===== config.mk =====
export PLATFORM = sky130hd
export DESIGN_NAME = instr_fetch_unit
export DESIGN_NICKNAME = d
export VERILOG_FILES = /design/src/rtl/instr_fetch_unit.sv
export SDC_FILE = /design/constraint.sdc
export NUM_CORES = 1
export LEC_CHECK = 0
export CAP_MARGIN = 20
export CORE_MARGIN = 2
export CORE_UTILIZATION = 48
export DETAILED_ROUTE_END_ITERATION = 8
export PLACE_DENSITY = 0.87
export SLEW_MARGIN = 20
export SYNTH_ARGS = -nofsm -noshare
export SYNTH_HDL_FRONTEND = slang
export SYNTH_SLANG_ARGS = --single-unit
export TNS_END_PERCENT = 30

===== constraint.sdc =====
create_clock -name clock -period 4.55 [get_ports clock]
set_clock_uncertainty 0.15 [all_clocks]
set_input_delay 0.455 -clock clock [delete_from_list [all_inputs] [get_ports clock]]
set_output_delay 0.455 -clock clock [all_outputs]
set_load 0.02 [all_outputs]

===== src/rtl/instr_fetch_unit.sv =====
// Instruction fetch unit: streams words from a 1-cycle-latency memory into a small
// buffer, supports redirects, and has a program-load mode that writes the memory.
module instr_fetch_unit #(
  parameter logic [31:0] RESET_PC   = 32'h0000_0000,
  parameter int          FIFO_DEPTH = 2
) (
  input  logic        clock,
  input  logic        resetn,
  output logic [15:0] mem_addr,
  output logic [31:0] mem_data,
  output logic        mem_wren,
  input  logic [31:0] mem_q,
  output logic        out_valid,
  input  logic        out_ready,
  output logic [31:0] out_instr,
  output logic [31:0] out_pc,
  input  logic        redirect,
  input  logic [31:0] redirect_pc,
  input  logic        load_en,
  input  logic        load_valid,
  input  logic [15:0] load_addr,
  input  logic [31:0] load_data,
  output logic        load_ready,
  output logic [1:0]  dbg_state
);

  localparam int AW = (FIFO_DEPTH > 1) ? $clog2(FIFO_DEPTH) : 1;
  localparam int CW = AW + 1;

  typedef enum logic [1:0] {
    S_FETCH = 2'd0,
    S_DRAIN = 2'd1,
    S_LOAD  = 2'd2
  } state_t;

  state_t          r_state;
  state_t          w_state_nxt;
  logic [31:0]     r_fetch_pc;
  logic            r_inflight;
  logic [31:0]     r_infl_pc;
  logic [31:0]     r_instr_q [FIFO_DEPTH];
  logic [31:0]     r_pc_q    [FIFO_DEPTH];
  logic [AW-1:0]   r_rd_ptr;
  logic [AW-1:0]   r_wr_ptr;
  logic [CW-1:0]   r_count;

  logic            w_nonempty;
  logic            w_pop;
  logic            w_push;
  logic            w_redirect_act;
  logic            w_flush;
  logic            w_issue;
  logic [CW:0]     w_occ;

  // Output handshake: out_instr/out_pc are held while out_valid is high and
  // out_ready is low; an entry transfers on any rising edge with both high.
  assign w_nonempty     = (r_count != '0);
  assign out_valid      = (r_state != S_LOAD) && w_nonempty;
  assign w_pop          = out_valid && out_ready;
  assign out_instr      = r_instr_q[r_rd_ptr];
  assign out_pc         = r_pc_q[r_rd_ptr];
  assign w_redirect_act = (r_state == S_FETCH) && redirect && !load_en;
  assign w_flush        = w_redirect_act || (r_state == S_DRAIN);
  assign w_push         = r_inflight && !w_flush;

  // Occupancy seen by the next issue counts this cycle's pop, so a full
  // buffer that is draining still sustains one fetch per cycle.
  assign w_occ   = {1'b0, r_count} - (CW+1)'(w_pop) + (CW+1)'(r_inflight);
  assign w_issue = (r_state == S_FETCH) && !redirect && !load_en
                   && (w_occ < (CW+1)'(FIFO_DEPTH));

  assign load_ready = (r_state == S_LOAD);
  assign dbg_state  = r_state;

  always_comb begin
    w_state_nxt = r_state;
    case (r_state)
      S_FETCH: if (load_en) w_state_nxt = S_DRAIN;
      S_DRAIN: w_state_nxt = S_LOAD;
      S_LOAD:  if (!load_en) w_state_nxt = S_FETCH;
      default: w_state_nxt = S_FETCH;
    endcase
  end

  always_comb begin
    mem_addr = r_fetch_pc[17:2];
    mem_data = 32'd0;
    mem_wren = 1'b0;
    if (r_state == S_LOAD) begin
      mem_addr = load_addr;
      mem_data = load_data;
      mem_wren = load_valid;
    end
  end

  always_ff @(posedge clock or negedge resetn) begin
    if (!resetn) begin
      r_state    <= S_FETCH;
      r_fetch_pc <= RESET_PC;
      r_inflight <= 1'b0;
      r_infl_pc  <= 32'd0;
      r_rd_ptr   <= '0;
      r_wr_ptr   <= '0;
      r_count    <= '0;
    end else begin
      r_state    <= w_state_nxt;
      r_inflight <= w_issue;
      if (w_issue) r_infl_pc <= r_fetch_pc;

      if (w_redirect_act)
        r_fetch_pc <= {redirect_pc[31:2], 2'b00};
      else if ((r_state == S_LOAD) && !load_en)
        r_fetch_pc <= RESET_PC;
      else if (w_issue)
        r_fetch_pc <= r_fetch_pc + 32'd4;

      if (w_flush) begin
        r_rd_ptr <= '0;
        r_wr_ptr <= '0;
        r_count  <= '0;
      end else begin
        if (w_push) r_wr_ptr <= r_wr_ptr + AW'(1);
        if (w_pop)  r_rd_ptr <= r_rd_ptr + AW'(1);
        r_count <= r_count + CW'(w_push) - CW'(w_pop);
      end
    end
  end

  // Buffer storage needs no reset: occupancy alone decides what is visible.
  always_ff @(posedge clock) begin
    if (w_push) begin
      r_instr_q[r_wr_ptr] <= mem_q;
      r_pc_q[r_wr_ptr]    <= r_infl_pc;
    end
  end

endmodule

==> out/results.md <==
- **DPL Wire Length** 12800 µm
- **largest net degree at the start of global routing** 68
- **type of the worst min-delay path** input pin to asynchronous set/reset pin
- **global route total overflow** 0
- **core area** 17200 µm²
- **CTS resizes** 0
- **peak ir drop on the vdd network** 0.396 mV
- **Slew HR** 41.6%
- **cells taking the most area after synthesis** sky130_fd_sc_hd__edfxtp_1 (45%), sky130_fd_sc_hd__dfrtp_1 (20%), sky130_fd_sc_hd__mux2_2 (10%)
- **standard cell with the maximum stage delay on the critical path** sky130_fd_sc_hd__dfrtp_1
- **DRC Markers** 0
- **FFs w/ async S/R, synth** 35.1%
- **deepest level of the CTS H-tree** 4
- **buffer levels on the longest clock path** 2
- **Max Freq** 275 MHz
- **Cell Pwr Density** 521 nW/µm²
- **post-synthesis instance area** 8360 µm²
- **signed area change from the synthesized netlist to the final layout** 37.7%
- **Worst-Margin Slew** 0.876 ns
- **# setup viols final** 0
- **biggest area consumer among synthesized cells** sky130_fd_sc_hd__edfxtp_1
- **endpoint arrival time on the critical path** 3.79 ns
- **root buffer selected by CTS** sky130_fd_sc_hd__clkbuf_16
- **total area of multi-input combinational cells** 2800 µm²
- **mean instance size in the synthesized netlist** 12.6 µm²
- **initial drt markers** 553
- **post-synth cell types** 54
- **placed cells** 1092
- **maximum net fanout on the critical path** 47
- **P_leak** 0.00446 µW
- **CTS clock-pin slew for the worst setup and hold paths** 0.07 ns
- **number of register bits inferred by synthesis** 191
- **fraction of final layout cells with drive strength greater than 1** 14.7%
- **ys flop type** sky130_fd_sc_hd__edfxtp_1
- **clock network latency to the later pin of the worst-skew pair** 0.42 ns
- **crit path time final** 3.63 ns
- **total of warnings raised by yosys** 0
- **initial antenna violation count** 0
- **final hold vios** 0
- **Die Wd** 136 µm
- **DR vias** 6118
- **final worst-path setup slack** 0.918 ns
- **clock buffers created by TritonCTS** 17
- **cells along the critical path** nor2b_4 -> nor2_1 -> and2_1 -> ha_1 -> nand2b_1 -> fa_1 -> xnor2_1 -> nand4_1 -> buf_4 -> nand2_1 -> buf_4 -> a21oi_1 -> a21oi_1
- **count of port buffers added during placement** 230
- **CTS tree** yes
- **cell class contributing the biggest share of worst-path delay** simple AND/OR/NAND/NOR gates
- **synthesized netlist cell count** 661
- **final slew viol count** 0
- **CP Class** flip-flop to flip-flop
- **Max stage delay on crit path** 0.53 ns
- **y dimension of the die** 136 µm
- **gr usage total** 21.0%
- **synth cell count leaders** sky130_fd_sc_hd__nand2_1 (126), sky130_fd_sc_hd__edfxtp_1 (124), sky130_fd_sc_hd__mux2_2 (77)
- **number of clock sinks** 191
- **count of buffering cells on the critical path with inverters included** 2
- **number of maximum-capacitance violations** 0
- **share of the yosys chip area belonging to registers** 64.6%
- **number of filler instances in the final layout** 1253
- **Post-Place Worst Slack** 0.874 ns
- **final antenna diode count** 0
- **via density per instance** 5.44
- **count of boundary I/O pins** 235
- **DRT Pass-1 Iters** 5
- **Starting Density** 48.7%
- **via count of the first global-routing pass** 6010
- **setup TNS after final layout** 0 ns
- **post-detailed-route wirelength per cell** 17.1 µm
- **Synth top area share** 44.5%
- **smallest hold slack** 0.0797 ns
- **area enclosed by the die boundary** 18500 µm²
- **wire length of the first global-routing pass** 29900 µm
- **part of the cycle the worst path needs** 79.8%
- **crit path launch type** flip-flop
- **count leader, synth** sky130_fd_sc_hd__nand2_1
- **number of rows created at floorplan** 48
- **Post-Layout Cell Count** 1124
- **required time of the critical path** 4.71 ns
- **RePlAce Congestion** 0.901
- **antenna viol nets, final** 0
- **Total Power Consumption** 6000 µW
- **quantity of hold-fixing buffers added after cts** 0
- **unrepaired setup endpoints after global routing** no
- **routed wire length** 19300 µm
- **number of flops mapped to enable cells by yosys** 124
- **final net count** 1009
- **post-CTS setup buffer count** 0
- **status** finished, final reports clean
- **type of destination of the critical path** flip-flop
- **sequential cell area in the final layout** 5400 µm²
==> cell usage in the layout, fill, tap and decap left out, drive strengths merged, types with 2 or more instances in the layout <==
master / n
a311oi: 2
a21o: 4
a221oi: 4
nand2: 126
inv: 11
nand4: 8
mux2i: 2
and3: 7
ha: 4
nor2: 27
a31oi: 4
nand2b: 3
clkbuf: 23
clkinv: 4
nand3: 14
a2bb2oi: 3
o31ai: 6
edfxtp: 124
conb: 2
clkdlybuf4s50: 229
bufinv: 3
a41oi: 3
dfrtp: 67
buf: 13
nor2b: 2
xnor2: 6
a21oi: 35
o21ai: 20
mux2: 77
nor3: 7
nor4: 5
and2: 37
a22o: 2
==> layout make-up <==
class | instances | area share (%)
inverters | 9 | 0.293
clock buffers | 23 | 4.15
repair buffers | 242 | 20.7
flip-flops and latches | 191 | 46.9
multi-input cells | 425 | 24.3
clock inverters | 9 | 1.13
well taps | 225 | 2.45
==> layer usage <==
| metal | GRT usage [%] | up-vias | share of wire [%] |
|---|---|---|---|
| met5 | 0 | - | 0 |
| met3 | 4.77 | 45 | 8.8 |
| met1 | 26.0 | 2895 | 40 |
| li1 | - | 2843 | - |
| met4 | 10.1 | 0 | 2.9 |
| met2 | 35.0 | 335 | 49 |
==> logic make-up (layout without fill, tap and decap cells) <==
family,after synthesis,in the layout,synth area share (%)
other,1,2,0.0449
buffers and inverters,46,283,2.30
adders and majority gates,5,5,0.838
AOI/OAI and AO/OA,93,93,7.05
muxes,79,79,10.6
xor gates and xnor gates,7,7,0.733
and+or+nand+nor,239,239,13.8
DFF,191,191,64.6
==> through the flow <==
| stage | utilization, % | cell area (µm²) |
|---|---|---|
| after CTS | 67.0 | 11500 |
| after global placement | 63.5 | 10900 |
| after floorplan | - | 8360 |
| after detailed placement | 63.5 | 10900 |
| final | 67.0 | 11500 |
| after global routing | 67.0 | 11500 |
==> state kept, by name (all words and copies together), names as in the netlist <==
signal	cells
r_pc_q	60
r_inflight	1
r_count	2
dbg_state	2
r_infl_pc	30
r_instr_q	64
r_fetch_pc	30
r_rd_ptr	1
r_wr_ptr	1
==> worst paths after layout <==
kind | start | to | slack [ns] | cells past startpoint
worst max-delay path | dbg_state[1] | r_fetch_pc[7] | 0.92 | 13
worst min-delay path | resetn | r_fetch_pc[25] | 0.08 | 2
worst max register to register | dbg_state[1] | r_fetch_pc[7] | 0.92 | 13
worst min register to register | r_infl_pc[14] | r_pc_q[0][14] | 0.32 | 0
max in group asynchronous | resetn | r_rd_ptr | 3.59 | 2
min in group clock | r_infl_pc[14] | r_pc_q[0][14] | 0.32 | 0
==> where the power goes <==
group | leakage, µW | internal, µW | switching, µW
logic | 0.00212 | 1010 | 1060
registers | 0.00204 | 2170 | 242
clock network | 0.000302 | 910 | 604
total | 0.00446 | 4100 | 1900
==> worst reg2reg max path: stages (launching register included) <==
cell,delay (ns)
sky130_fd_sc_hd__dfrtp_1,0.53
sky130_fd_sc_hd__nor2b_4,0.22
sky130_fd_sc_hd__nor2_1,0.06
sky130_fd_sc_hd__and2_1,0.19
sky130_fd_sc_hd__ha_1,0.27
sky130_fd_sc_hd__nand2b_1,0.15
sky130_fd_sc_hd__fa_1,0.37
sky130_fd_sc_hd__xnor2_1,0.13
sky130_fd_sc_hd__nand4_1,0.11
sky130_fd_sc_hd__buf_4,0.45
sky130_fd_sc_hd__nand2_1,0.37
sky130_fd_sc_hd__buf_4,0.29
sky130_fd_sc_hd__a21oi_1,0.15
sky130_fd_sc_hd__a21oi_1,0.06
Note: power is estimated with default switching activity, not from simulation.
